==> config.mk <==
export PLATFORM = sky130hd
export DESIGN_NAME = logic_gate_tester_flat
export DESIGN_NICKNAME = d
export VERILOG_FILES = /design/src/rtl/logic_gate_tester_if.sv /design/src/rtl/logic_gate_tester.sv /design/src/flat_wrapper.sv
export SDC_FILE = /design/constraint.sdc
export NUM_CORES = 1
export LEC_CHECK = 0
export BUFFER_PORTS_ARGS = -buffer_cell sky130_fd_sc_hd__buf_2
export CORE_MARGIN = 2
export CORE_UTILIZATION = 50
export DETAILED_ROUTE_END_ITERATION = 8
export GPL_ROUTABILITY_DRIVEN = 0
export PLACE_DENSITY = 0.76
export SLEW_MARGIN = 5
export SYNTH_ARGS = -nofsm -noshare
export SYNTH_HDL_FRONTEND = slang
export SYNTH_SLANG_ARGS = --single-unit
==> constraint.sdc <==
create_clock -name clk -period 2.7 [get_ports clk]
set_input_delay 0.405 -clock clk [delete_from_list [all_inputs] [get_ports clk]]
set_output_delay 0.405 -clock clk [all_outputs]
set_load 0.01 [all_outputs]
==> src/rtl/logic_gate_tester_if.sv <==
// Bundle of stimulus, response and result signals between the gate tester and
// the gate under test / controlling logic.
interface logic_gate_tester_if;
  logic       start;
  logic [2:0] gate_sel;
  logic       a;
  logic       b;
  logic       y;
  logic       busy;
  logic       done;
  logic       pass;
  logic [3:0] fail_vec;
  logic [2:0] err_count;

  // Controller / gate-under-test side: requests runs and returns y.
  modport master (
    output start,
    output gate_sel,
    output y,
    input  a,
    input  b,
    input  busy,
    input  done,
    input  pass,
    input  fail_vec,
    input  err_count
  );

  // Tester side.
  modport slave (
    input  start,
    input  gate_sel,
    input  y,
    output a,
    output b,
    output busy,
    output done,
    output pass,
    output fail_vec,
    output err_count
  );
endinterface

==> src/rtl/logic_gate_tester.sv <==
// Exhaustive two-input gate tester. Walks {a,b} through 00,01,10,11, holds each
// vector for SETTLE_CYCLES clocks, compares y against the selected gate function
// and reports per-vector mismatches, a mismatch count and an overall pass flag.
module logic_gate_tester #(
  parameter int unsigned SETTLE_CYCLES = 2
) (
  input logic                 clk,
  input logic                 rst,
  logic_gate_tester_if.slave  tst_io
);

  localparam logic [1:0] StIdle  = 2'd0;
  localparam logic [1:0] StDrive = 2'd1;
  localparam logic [1:0] StDone  = 2'd2;

  // Settle counter value on the last cycle of a vector; y is sampled at its end.
  localparam logic [3:0] SettleLast = 4'(SETTLE_CYCLES - 1);

  logic [1:0] state_q, state_d;
  logic [1:0] idx_q, idx_d;
  logic [3:0] cnt_q, cnt_d;
  logic [2:0] gate_q, gate_d;
  logic       a_q, a_d;
  logic       b_q, b_d;
  logic       busy_q, busy_d;
  logic       done_q, done_d;
  logic       pass_q, pass_d;
  logic [3:0] fail_q, fail_d;
  logic [2:0] err_q, err_d;

  logic       mismatch;
  logic [2:0] err_upd;
  logic [1:0] idx_inc;

  // Reference truth table for the latched gate selection.
  function automatic logic gate_eval(input logic [2:0] sel, input logic in_a, input logic in_b);
    logic res;
    res = 1'b0;
    unique case (sel)
      3'd0: res = in_a & in_b;
      3'd1: res = in_a | in_b;
      3'd2: res = ~(in_a & in_b);
      3'd3: res = ~(in_a | in_b);
      3'd4: res = in_a ^ in_b;
      3'd5: res = ~(in_a ^ in_b);
      3'd6: res = ~in_a;
      3'd7: res = in_a;
    endcase
    return res;
  endfunction

  // Compare the currently driven vector against the expected gate output.
  always_comb begin
    mismatch = (tst_io.y != gate_eval(gate_q, a_q, b_q));
    err_upd  = (mismatch && (err_q != 3'd4)) ? err_q + 3'd1 : err_q;
    idx_inc  = idx_q + 2'd1;
  end

  // Next-state logic for the run sequencer and result registers.
  always_comb begin
    state_d = state_q;
    idx_d   = idx_q;
    cnt_d   = cnt_q;
    gate_d  = gate_q;
    a_d     = a_q;
    b_d     = b_q;
    busy_d  = busy_q;
    done_d  = 1'b0;
    pass_d  = pass_q;
    fail_d  = fail_q;
    err_d   = err_q;

    case (state_q)
      StIdle: begin
        a_d    = 1'b0;
        b_d    = 1'b0;
        busy_d = 1'b0;
        if (tst_io.start) begin
          // gate_sel is captured once so mid-run changes cannot disturb the run.
          gate_d  = tst_io.gate_sel;
          fail_d  = 4'b0000;
          err_d   = 3'd0;
          pass_d  = 1'b0;
          idx_d   = 2'd0;
          cnt_d   = 4'd0;
          busy_d  = 1'b1;
          state_d = StDrive;
        end
      end

      StDrive: begin
        if (cnt_q == SettleLast) begin
          cnt_d         = 4'd0;
          fail_d[idx_q] = fail_q[idx_q] | mismatch;
          err_d         = err_upd;
          if (idx_q == 2'd3) begin
            // Final sample folds into pass in the same edge as it is taken.
            state_d = StDone;
            idx_d   = 2'd0;
            a_d     = 1'b0;
            b_d     = 1'b0;
            busy_d  = 1'b0;
            done_d  = 1'b1;
            pass_d  = (err_upd == 3'd0);
          end else begin
            idx_d = idx_inc;
            a_d   = idx_inc[1];
            b_d   = idx_inc[0];
          end
        end else begin
          cnt_d = cnt_q + 4'd1;
        end
      end

      StDone: begin
        // start is deliberately not looked at here.
        state_d = StIdle;
        a_d     = 1'b0;
        b_d     = 1'b0;
        busy_d  = 1'b0;
      end

      default: begin
        state_d = StIdle;
        idx_d   = 2'd0;
        cnt_d   = 4'd0;
        a_d     = 1'b0;
        b_d     = 1'b0;
        busy_d  = 1'b0;
      end
    endcase
  end

  // State registers with synchronous reset that aborts any run without a done pulse.
  always_ff @(posedge clk) begin
    if (rst) begin
      state_q <= StIdle;
      idx_q   <= 2'd0;
      cnt_q   <= 4'd0;
      gate_q  <= 3'd0;
      a_q     <= 1'b0;
      b_q     <= 1'b0;
      busy_q  <= 1'b0;
      done_q  <= 1'b0;
      pass_q  <= 1'b0;
      fail_q  <= 4'b0000;
      err_q   <= 3'd0;
    end else begin
      state_q <= state_d;
      idx_q   <= idx_d;
      cnt_q   <= cnt_d;
      gate_q  <= gate_d;
      a_q     <= a_d;
      b_q     <= b_d;
      busy_q  <= busy_d;
      done_q  <= done_d;
      pass_q  <= pass_d;
      fail_q  <= fail_d;
      err_q   <= err_d;
    end
  end

  assign tst_io.a         = a_q;
  assign tst_io.b         = b_q;
  assign tst_io.busy      = busy_q;
  assign tst_io.done      = done_q;
  assign tst_io.pass      = pass_q;
  assign tst_io.fail_vec  = fail_q;
  assign tst_io.err_count = err_q;

endmodule

==> src/flat_wrapper.sv <==
// flat-port wrapper written by rule: the top's interface ports become plain ports
module logic_gate_tester_flat 
#(
  parameter int unsigned SETTLE_CYCLES = 2
)
  (clk, rst, tst_io_start, tst_io_gate_sel, tst_io_y, tst_io_a, tst_io_b, tst_io_busy, tst_io_done, tst_io_pass, tst_io_fail_vec, tst_io_err_count);
  logic_gate_tester_if tst_io_i ();
  input logic clk;
  input logic rst;
  input wire logic [$bits(tst_io_i.start)-1:0] tst_io_start;
  input wire logic [$bits(tst_io_i.gate_sel)-1:0] tst_io_gate_sel;
  input wire logic [$bits(tst_io_i.y)-1:0] tst_io_y;
  output wire logic [$bits(tst_io_i.a)-1:0] tst_io_a;
  output wire logic [$bits(tst_io_i.b)-1:0] tst_io_b;
  output wire logic [$bits(tst_io_i.busy)-1:0] tst_io_busy;
  output wire logic [$bits(tst_io_i.done)-1:0] tst_io_done;
  output wire logic [$bits(tst_io_i.pass)-1:0] tst_io_pass;
  output wire logic [$bits(tst_io_i.fail_vec)-1:0] tst_io_fail_vec;
  output wire logic [$bits(tst_io_i.err_count)-1:0] tst_io_err_count;
  assign tst_io_i.start = tst_io_start;
  assign tst_io_i.gate_sel = tst_io_gate_sel;
  assign tst_io_i.y = tst_io_y;
  assign tst_io_a = tst_io_i.a;
  assign tst_io_b = tst_io_i.b;
  assign tst_io_busy = tst_io_i.busy;
  assign tst_io_done = tst_io_i.done;
  assign tst_io_pass = tst_io_i.pass;
  assign tst_io_fail_vec = tst_io_i.fail_vec;
  assign tst_io_err_count = tst_io_i.err_count;
  logic_gate_tester #(.SETTLE_CYCLES(SETTLE_CYCLES)) u_core (.clk(clk), .rst(rst), .tst_io(tst_io_i));
endmodule
==> impl_results.md, run 1 <==
* Avg Synthesized Cell Area at 8.63 um2
* # Post-CTS Setup Buffers at 0
* Placed cell count at 187
* Slowest CP cell: dfxtp_1
* Seq/Total Area, Yosys at 37.3%
* Via count at about 1100
* Most frequent CP cell: buf_4
* First-pass GRT wire length at 4150 um
* Port buffer count at 18
* CTS Buffer Depth at 2
* Via density per instance at about 5.6
* F_max at 500 MHz
* First-iteration detailed-routing DRC count at 19
* Final core occ at between 60% and 70%
* Leak at ~0.60 nW
* Die X-Extent at about 54 um
* CP delay by family, top: simple AND/OR/NAND/NOR gates
* Startpoint Class: flip-flop
* GR Layer Usage met1 at around a quarter
* Hold_buf cts at 0
* Antenna violations before repair at 0
* Clk slew on worst S/H paths at approximately 120 ps
* Layout cell share with drive strength beyond 1 at between 10% and 20%
* Total track usage at 19.6%
* Synthesis warning total at 0
* M3 GR Usage at 3.06%
* Peak VDD IR at between 0.3 and 0.4 mV
* Antenna Violating Nets Remaining at 0
* Slew headroom at between 60 and 70%
* Post-Route Setup TNS at 0 ps
* Setup-failing EPs final at 0
* Clock sinks at 23
* Worst-path fanout max at 11
* Crit path cell chain: ha_1, nor3b_1, buf_4, nor2b_1, buf_4, and3_1, nand3_1, mux2_2, o21ai_2
* Std-Cell Rows at 17
* Minimum clock period at 2000 ps
* Dpl hpwl at 1810 um
* Syn-to-layout area delta at 12.5%
* H-tree depth at 1
* Clock latency on the worst-skew pair at around 300 ps
* Initial Util at a little over half
* Layout Nets at 181
* Critical path type: reg2reg
* ANT cells at 0
* Num CTS Buffers at 3
* Synth Instances at between 100 and 150
* Top Usage Layer GRT: met2
* Skew final at between 1.5 and 2 ps
* Final WL at between 2000 and 2500 um
* Crit path DAT at 2250 ps
* Syn Nets at between 150 and 200
* IO Count at 19
* Largest net degree at the start of global routing at 18
* Drt pass-1 iters at 4
* RSZ-0062 raised after global routing: no
* DR DRC count at 0
* Grt total ovfl at 0
* Chip height at between 50 and 60 um
* Fin cells at approximately 190
* Synthesized cell area at around 0.0012 mm2
* Final max-slew violation count at 0
* Buffer and inverter count on the worst path at 2
* Crit. End Element: flip-flop
* Core footprint at 0.00228 mm2
* Synth unique cells at 32
* # resized after CTS at 0
* CTS tree: done
* Endpoints failing hold at 0
* WL/cell at roughly 12 um
* Worst Hold Class: in2reg
* Worst Tran Pin Value at roughly 470 ps
* Fin crit share at about 74%
* Max-cap violations at 0
* Outcome: finished, final reports clean
* Vias in the first global route at between 900 and 1000
* CP max stage delay at between 400 and 500 ps
* Filler instances at 190
* Met2 Resource Use GR at roughly a third
* Critical path data required time at 2950 ps
* Total die area at around 0.0029 mm2
* FF+latch count, synth at 23
* Pwr dens at roughly 430 mW/mm2
* Clock root buffer master: clkbuf_4
==> registers in the layout (all words and copies together), names as in the netlist <==
| signal | cells |
|---|---|
| u_core.tst_io.a | 1 |
| u_core.tst_io.err_count | 3 |
| u_core.state_q | 2 |
| u_core.gate_q | 3 |
| u_core.tst_io.b | 1 |
| u_core.tst_io.done | 1 |
| u_core.tst_io.fail_vec | 4 |
| u_core.cnt_q | 4 |
| u_core.tst_io.busy | 1 |
| u_core.tst_io.pass | 1 |
| u_core.idx_q | 2 |
==> path summary, 6_finish.rpt <==
check | start | endpoint | slack (ps) | depth (start not counted)
max | u_core.cnt_q[0] | u_core.tst_io.pass | 700 | 9
max reg2reg | u_core.cnt_q[0] | u_core.tst_io.pass | 700 | 9
min reg2reg | u_core.tst_io.pass | u_core.tst_io.pass | 490 | 2
min | tst_io_gate_sel[1] | u_core.gate_q[1] | 330 | 3
==> cell usage after synthesis <==
cell type / n / area [um2]
inv_1: 11 / 41.3
mux2i_1: 6 / 60.1
o21ai_0: 8 / 40.0
clkbuf_1: 2 / 7.51
o211a_1: 1 / 10.0
nor3b_1: 2 / 15.0
nor3_1: 4 / 20.0
o22ai_1: 1 / 6.26
or3_1: 1 / 6.26
xnor2_1: 4 / 35.0
nand4_1: 1 / 6.26
nand2_1: 8 / 30.0
a32o_1: 4 / 40.0
nand3b_1: 1 / 7.51
nand3_1: 6 / 30.0
a31o_2: 1 / 8.76
mux4_2: 1 / 22.5
buf_2: 2 / 10.0
dfxtp_1: 23 / 460
buf_1: 1 / 3.75
nor2b_1: 3 / 18.8
nor2_1: 16 / 60.1
nor3_2: 1 / 10.0
o22a_2: 1 / 10.0
o211ai_1: 1 / 7.51
nand2b_1: 3 / 18.8
ha_1: 10 / 125
a21o_1: 1 / 7.51
a21oi_1: 13 / 65.1
and3_1: 3 / 18.8
o21ai_2: 1 / 8.76
mux2_2: 2 / 22.5
==> worst reg2reg max path, cell delays in order, from the launching register on <==
cell,delay [ps]
dfxtp_1,420
ha_1,160
nor3b_1,180
buf_4,190
nor2b_1,140
buf_4,180
and3_1,200
nand3_1,90
mux2_2,280
o21ai_2,100
==> placed cells by master, fill, tap and decap left out <==
cell / n
nand4_1: 1
and3_1: 3
a32o_1: 4
nor2_1: 16
o22a_2: 1
nand2_1: 8
a21o_1: 1
nor2b_1: 3
clkbuf_4: 3
a31o_2: 1
or3_1: 1
nor3_2: 1
o211ai_1: 1
mux2i_1: 6
o21ai_0: 8
a21oi_1: 13
o22ai_1: 1
nand3_1: 6
o21ai_2: 1
mux2_2: 2
xnor2_1: 4
clkinv_2: 1
inv_1: 11
buf_2: 18
mux4_2: 1
nor3_1: 4
o211a_1: 1
nor3b_1: 2
ha_1: 10
dfxtp_1: 23
nand3b_1: 1
buf_4: 3
nand2b_1: 3
==> layout make-up <==
class | instances | area [um2] | share of cell area, %
multi-input cells | 104 | 711 | 51.2
flip-flops and latches | 23 | 460 | 33.2
repair buffers | 21 | 113 | 8.12
inverters | 11 | 41.3 | 2.98
well taps | 28 | 35.0 | 2.52
clock buffers | 3 | 22.5 | 1.62
clock inverters | 1 | 5.00 | 0.361
==> kinds of logic after synthesis <==
kind of cell | Yosys count | share of synthesized area (%)
adders and majority gates | 10 | 10.1
buffers and inverters | 16 | 5.07
muxes | 9 | 8.52
AOI/OAI and AO/OA | 32 | 16.5
and+or+nand+nor | 49 | 19.6
DFF | 23 | 37.3
xor gates and xnor gates | 4 | 2.84
==> report_power, final <==
| group | internal (mW) | total [mW] | switching [mW] |
|---|---|---|---|
| registers | 0.347 | 0.357 | 0.00926 |
| clock network | 0.0552 | 0.156 | 0.101 |
| logic | 0.0344 | 0.0837 | 0.0493 |
| total | 0.437 | 0.597 | 0.159 |
==> through the flow <==
step	hold WS (ps)	worst slack [ps]	total power [mW]	cell area [um2]
2_1_floorplan	459	920	0.424	1230
3_3_place_gp	453	833	0.444	1360
3_5_place_dp	477	748	0.448	1360
4_1_cts	319	705	0.604	1390
5_1_grt	321	544	0.630	1390
6_report	327	700	0.597	1390
==> routing by layer <==
layer | vias to the layer above | routed length, um | part of all wire [%]
li1 | 544 | - | -
met1 | 489 | 1090 | 46
met2 | 27 | 1160 | 49
met3 | 2 | 120 | 5.0
met4 | 0 | 17 | 0.71
met5 | - | 0 | 0
(Power assumes the default switching activity.)
==> inputs of run 2 (changes only) <==
==> constraint.sdc (replaced) <==
create_clock -name clk -period 2.1 [get_ports clk]
set_input_delay 0.315 -clock clk [delete_from_list [all_inputs] [get_ports clk]]
set_output_delay 0.315 -clock clk [all_outputs]
set_load 0.01 [all_outputs]
==> impl_results.md, run 2 (synthesis gave the netlist of run 1 again) <==
* Clock network power share at ~26%
* Leak at about 0.61 nW
* Vias in the first global route at ~1100
* Post-Route Setup TNS at 0 ps
* Critical path type: reg2reg
* Internal Power at roughly 0.57 mW
* H-tree depth at 1
* Most frequent CP cell: mux2i_1
* # resized after CTS at 0
* Switching Share at 26.4%
* Slowest CP cell: mux2_2
* Clk slew on worst S/H paths at between 100 and 150 ps
* Largest net degree at the start of global routing at 18
* Antenna violations before repair at 0
* M3 GR Usage at approximately 6.4%
* Multi-input gate area at between 700 and 800 um2
* Via density per instance at between 5 and 6
* Port buffer count at 18
* Setup-failing EPs final at 0
* Most common cell after layout, fill and taps aside: dfxtp_1
* Crit path cell chain: inv_1, ha_1, mux2i_1, xnor2_1, mux2i_1, mux2_2, o21ai_2
* Register share of total power at slightly below 60%
* Std-Cell Rows at 17
* Crit path depth at 7
* Met2 Resource Use GR at between 40% and 50%
* Layout cell share with drive strength beyond 1 at roughly a fifth
* WL/cell at around 14 um
* Outcome: finished, final reports clean
* CTS tree: done
* Final WS setup at roughly 230 ps
* First-pass GRT wire length at between 4000 and 5000 um
* Max-cap violations at 0
* Clock root buffer master: clkbuf_4
* Worst Tran Pin Value at between 400 and 500 ps
* Initial Util at a little over half
* Final WL at approximately 2600 um
* Final max-slew violation count at 0
* Filler instances at 202
* Worst-path fanout max at 4
* Chip height at 53.7 um
* Total track usage at 22.2%
* DP Worst Slack at around 220 ps
* Critical path data required time at 2350 ps
* CTS Buffer Depth at 2
* Critical Path End: u_core.tst_io.pass
* Die X-Extent at ~54 um
* Reg2reg path depth at 7
* Clock sinks at 23
* Buffer and inverter count on the worst path at 1
* Startpoint Class: flip-flop
* First-iteration detailed-routing DRC count at 12
* CP delay by family, top: multiplexers
* Endpoints failing hold at 0
* DR DRC count at 0
* IO Count at 19
* Drt pass-1 iters at 4
* CP startpoint: u_core.tst_io.b
* Grt total ovfl at 0
* Top Usage Layer GRT: met2
* Num CTS Buffers at 3
* Worst Hold Class: in2reg
* Crit. End Element: flip-flop
* F_max at around 530 MHz
* Clock latency on the worst-skew pair at slightly above 300 ps
* Minimum clock period at between 1500 and 2000 ps
* Crit path DAT at around 2100 ps
* Peak VDD IR at between 0.3 and 0.4 mV
* Dpl hpwl at roughly 2100 um
* Layout Nets at around 180
* ANT cells at 0
* Pwr dens at between 500 and 600 mW/mm2
* # Post-CTS Setup Buffers at 0
* Slew headroom at between 70% and 80%
* Worst reg2reg path endpoint: u_core.tst_io.pass
* Comb pwr share at around 15%
* Reg area at 460 um2
* Hold_buf cts at 0
* CP max stage delay at 390 ps
* Antenna Violating Nets Remaining at 0
* RSZ-0062 raised after global routing: no
* NetSw at between 0.2 and 0.25 mW
* GR Layer Usage met1 at a little over a fifth
* Total die area at approximately 0.0029 mm2
* Fin crit share at around nine tenths
* Most frequent cells in the layout: 23 x dfxtp_1, 18 x buf_2, 16 x nor2_1
* Reg2reg setup slack at 230 ps
* Core footprint at 0.00228 mm2
* Syn-to-layout area delta at 13.6%
* Worst R2R Start: u_core.tst_io.b
* Via count at between 1000 and 1500
* Skew final at roughly 9.2 ps
==> run 2: cell types whose count changed in the layout (fill, tap and decap cells not counted), sizes merged <==
cell    change
clkinv      -1
clkbuf      +1
buf         +2
==> run 2: power groups by stage <==
stage                     clock (mW)  sequential (mW)  combinational (mW)
after floorplan                    0            0.467              0.0783
after global placement             0            0.468               0.111
after detailed placement           0            0.469               0.116
after CTS                      0.209            0.459               0.117
after global routing           0.229            0.461               0.131
final                          0.200            0.459               0.115
==> run 2: worst min-delay path by stage <==
stage	start	to	slack, ps	cells after the start
5_1_grt	tst_io_gate_sel[2]	u_core.gate_q[2]	230	3
4_1_cts	tst_io_gate_sel[1]	u_core.gate_q[1]	240	3
3_5_place_dp	u_core.tst_io.busy	u_core.tst_io.busy	480	2
6_report	tst_io_gate_sel[2]	u_core.gate_q[2]	240	3
2_1_floorplan	u_core.cnt_q[3]	u_core.cnt_q[3]	460	2
3_3_place_gp	u_core.tst_io.pass	u_core.tst_io.pass	450	2
==> run 2: cell type report <==
type | instances | area share, %
Tap cell | 28 | 2.50
Clock buffer | 4 | 1.88
Sequential cell | 23 | 32.9
Inverter | 11 | 2.95
Multi-Input combinational cell | 104 | 50.7
Timing Repair Buffer | 23 | 9.11
==> run 2: metal layers <==
layer / routed length [um] / up-vias
met2: 1420 / 17
li1: - / 541
met1: 1120 / 524
met4: 9 / 0
met3: 98 / 2
met5: 0 / -
==> run 2: worst reg2reg max path: stages, from the launching register on <==
cell	delay, ps
dfxtp_1	370
inv_1	70
ha_1	300
mux2i_1	160
xnor2_1	100
mux2i_1	310
mux2_2	390
o21ai_2	120
==> run 2: stage by stage <==
step,util (%),total power [mW],std cells,area [um2],hold slack (ps)
after global routing,61.6,0.821,193,1400,233
final,61.6,0.775,193,1400,241
after floorplan,-,0.546,143,1230,459
after CTS,61.6,0.785,193,1400,240
after detailed placement,60.4,0.585,189,1380,482
after global placement,60.4,0.579,189,1380,454
==> inputs of run 3 (changes only) <==
--- a/config.mk
+++ b/config.mk
@@ -6,11 +6,14 @@
 export NUM_CORES = 1
 export LEC_CHECK = 0
 export BUFFER_PORTS_ARGS = -buffer_cell sky130_fd_sc_hd__buf_2
+export CELL_PAD_IN_SITES_DETAIL_PLACEMENT = 1
+export CELL_PAD_IN_SITES_GLOBAL_PLACEMENT = 1
 export CORE_MARGIN = 2
-export CORE_UTILIZATION = 50
+export CORE_UTILIZATION = 41
 export DETAILED_ROUTE_END_ITERATION = 8
 export GPL_ROUTABILITY_DRIVEN = 0
-export PLACE_DENSITY = 0.76
+export PLACE_DENSITY = 0.81
+export RECOVER_POWER = 25
 export SLEW_MARGIN = 5
 export SYNTH_ARGS = -nofsm -noshare
 export SYNTH_HDL_FRONTEND = slang
==> impl_results.md, run 3 (synthesis gave the netlist of run 1 again) <==
* Outcome: finished, final reports clean
* Fin crit share at between 90% and 100%
* Startpoint Class: flip-flop
* Peak VDD IR at a little under 0.3 mV
* Drt pass-1 iters at 4
* Core footprint at approximately 0.0028 mm2
* Largest net degree at the start of global routing at 18
* Total track usage at about a fifth
* Clock root buffer master: clkbuf_4
* Port buffer count at 18
* WHS at about 220 ps
* First-iteration detailed-routing DRC count at between 50 and 60
* Post-Route Setup TNS at 0 ps
* Max-cap violations at 0
* Worst Tran Pin Value at about 450 ps
* Antenna violations before repair at 0
* Num CTS Buffers at 3
* Syn-to-layout area delta at 14.1%
* Critical path type: reg2reg
* # Post-CTS Setup Buffers at 0
* Antenna Violating Nets Remaining at 0
* Chip height at about 60 um
* Vias in the first global route at 1162
* RSZ-0062 raised after global routing: no
* ANT cells at 0
* Via count at 1095
* Clock sinks at 23
* Worst Hold Class: in2reg
* Total die area at approximately 0.0035 mm2
* Most common cell after layout, fill and taps aside: dfxtp_1
* WL/cell at about 15 um
* Most frequent cells in the layout: 23 x dfxtp_1, 16 x nor2_1, 13 x a21oi_1, 13 x buf_2, 11 x inv_1
* Clk slew on worst S/H paths at approximately 130 ps
* Worst-path fanout max at 4
* Pwr dens at 569 mW/mm2
* Crit. End Element: flip-flop
* Final max-slew violation count at 0
* CTS Buffer Depth at 2
* Die X-Extent at ~59 um
* CTS tree: done
* Initial Util at between 40% and 50%
* First-pass GRT wire length at between 5000 and 6000 um
* IO Count at 19
* Clock latency on the worst-skew pair at 330 ps
* # resized after CTS at 0
* Grt total ovfl at 0
* Layout cell share with drive strength beyond 1 at between 10% and 20%
* Minimum clock period at 1910 ps
* Hold_buf cts at 0
* Layout Nets at 184
* Final WL at about 3000 um
* Slew headroom at a little over two thirds
* Dpl hpwl at 2310 um
* Crit path DAT at 2170 ps
* Endpoints failing hold at 0
* Via density per instance at about 5.6
* Setup-failing EPs final at 0
* Leak at 0.594 nW
* Skew final at approximately 1.1 ps
* Std-Cell Rows at 19
* F_max at 522 MHz
* DR DRC count at 0
* Critical path data required time at between 2000 and 2500 ps
* H-tree depth at 1
## run 3: cell count changes in the layout (fill, tap and decap cells not counted), sizes merged
cell | before | now
clkinv | 0 | 1
buf | 23 | 18
clkbuf | 4 | 9
## run 3: final cells by class
| type | instances | area [um2] |
|---|---|---|
| Tap cell | 31 | 38.8 |
| Timing Repair Buffer | 24 | 125 |
| Inverter | 11 | 41.3 |
| Multi-Input combinational cell | 104 | 714 |
| Fill cell | 351 | 1400 |
| Clock inverter | 1 | 5.00 |
| Clock buffer | 3 | 22.5 |
| Sequential cell | 23 | 460 |
## run 3: layer usage
layer	track usage, %	wire (um)	up-vias
met3	1.98	79	4
met2	34.1	1560	11
li1	-	-	543
met4	9.42	51	0
met5	0	0	-
met1	24.2	1300	537
## run 3: through the flow
| step | std cells | instance area (um2) | power, mW | worst slack (ps) | utilization (%) |
|---|---|---|---|---|---|
| final | 197 | 1410 | 0.801 | 186 | 50.2 |
| after global routing | 197 | 1410 | 0.841 | 5.29 | 50.2 |
| after CTS | 197 | 1410 | 0.808 | 159 | 50.4 |
| after detailed placement | 193 | 1390 | 0.589 | 184 | 49.4 |
| after global placement | 193 | 1390 | 0.582 | 232 | 49.4 |
| after floorplan | 143 | 1230 | 0.546 | 320 | - |
## run 3: final timing paths
| check | from | endpoint | slack [ps] | depth (start not counted) |
|---|---|---|---|---|
| setup / recovery | u_core.tst_io.a | u_core.tst_io.err_count[0] | 190 | 8 |
| hold / removal | tst_io_gate_sel[2] | u_core.gate_q[2] | 220 | 3 |
| setup reg to reg | u_core.tst_io.a | u_core.tst_io.err_count[0] | 190 | 8 |
| hold reg to reg | u_core.tst_io.pass | u_core.tst_io.pass | 480 | 2 |
## run 3: where the power goes
part	leakage (nW)	internal [mW]	switching, mW
Clock	0.0177	0.0717	0.148
Combinational	0.389	0.0515	0.0702
Sequential	0.186	0.447	0.0128
Total	0.594	0.570	0.231
## run 3: worst max-delay path, stage by stage, from the launching register on
cell and delay (ps):
dfxtp_1 390, inv_1 80, ha_1 270, mux2i_1 200, xnor2_1 200, o22ai_1 170
buf_4 180, o211ai_1 150, nor3b_1 210
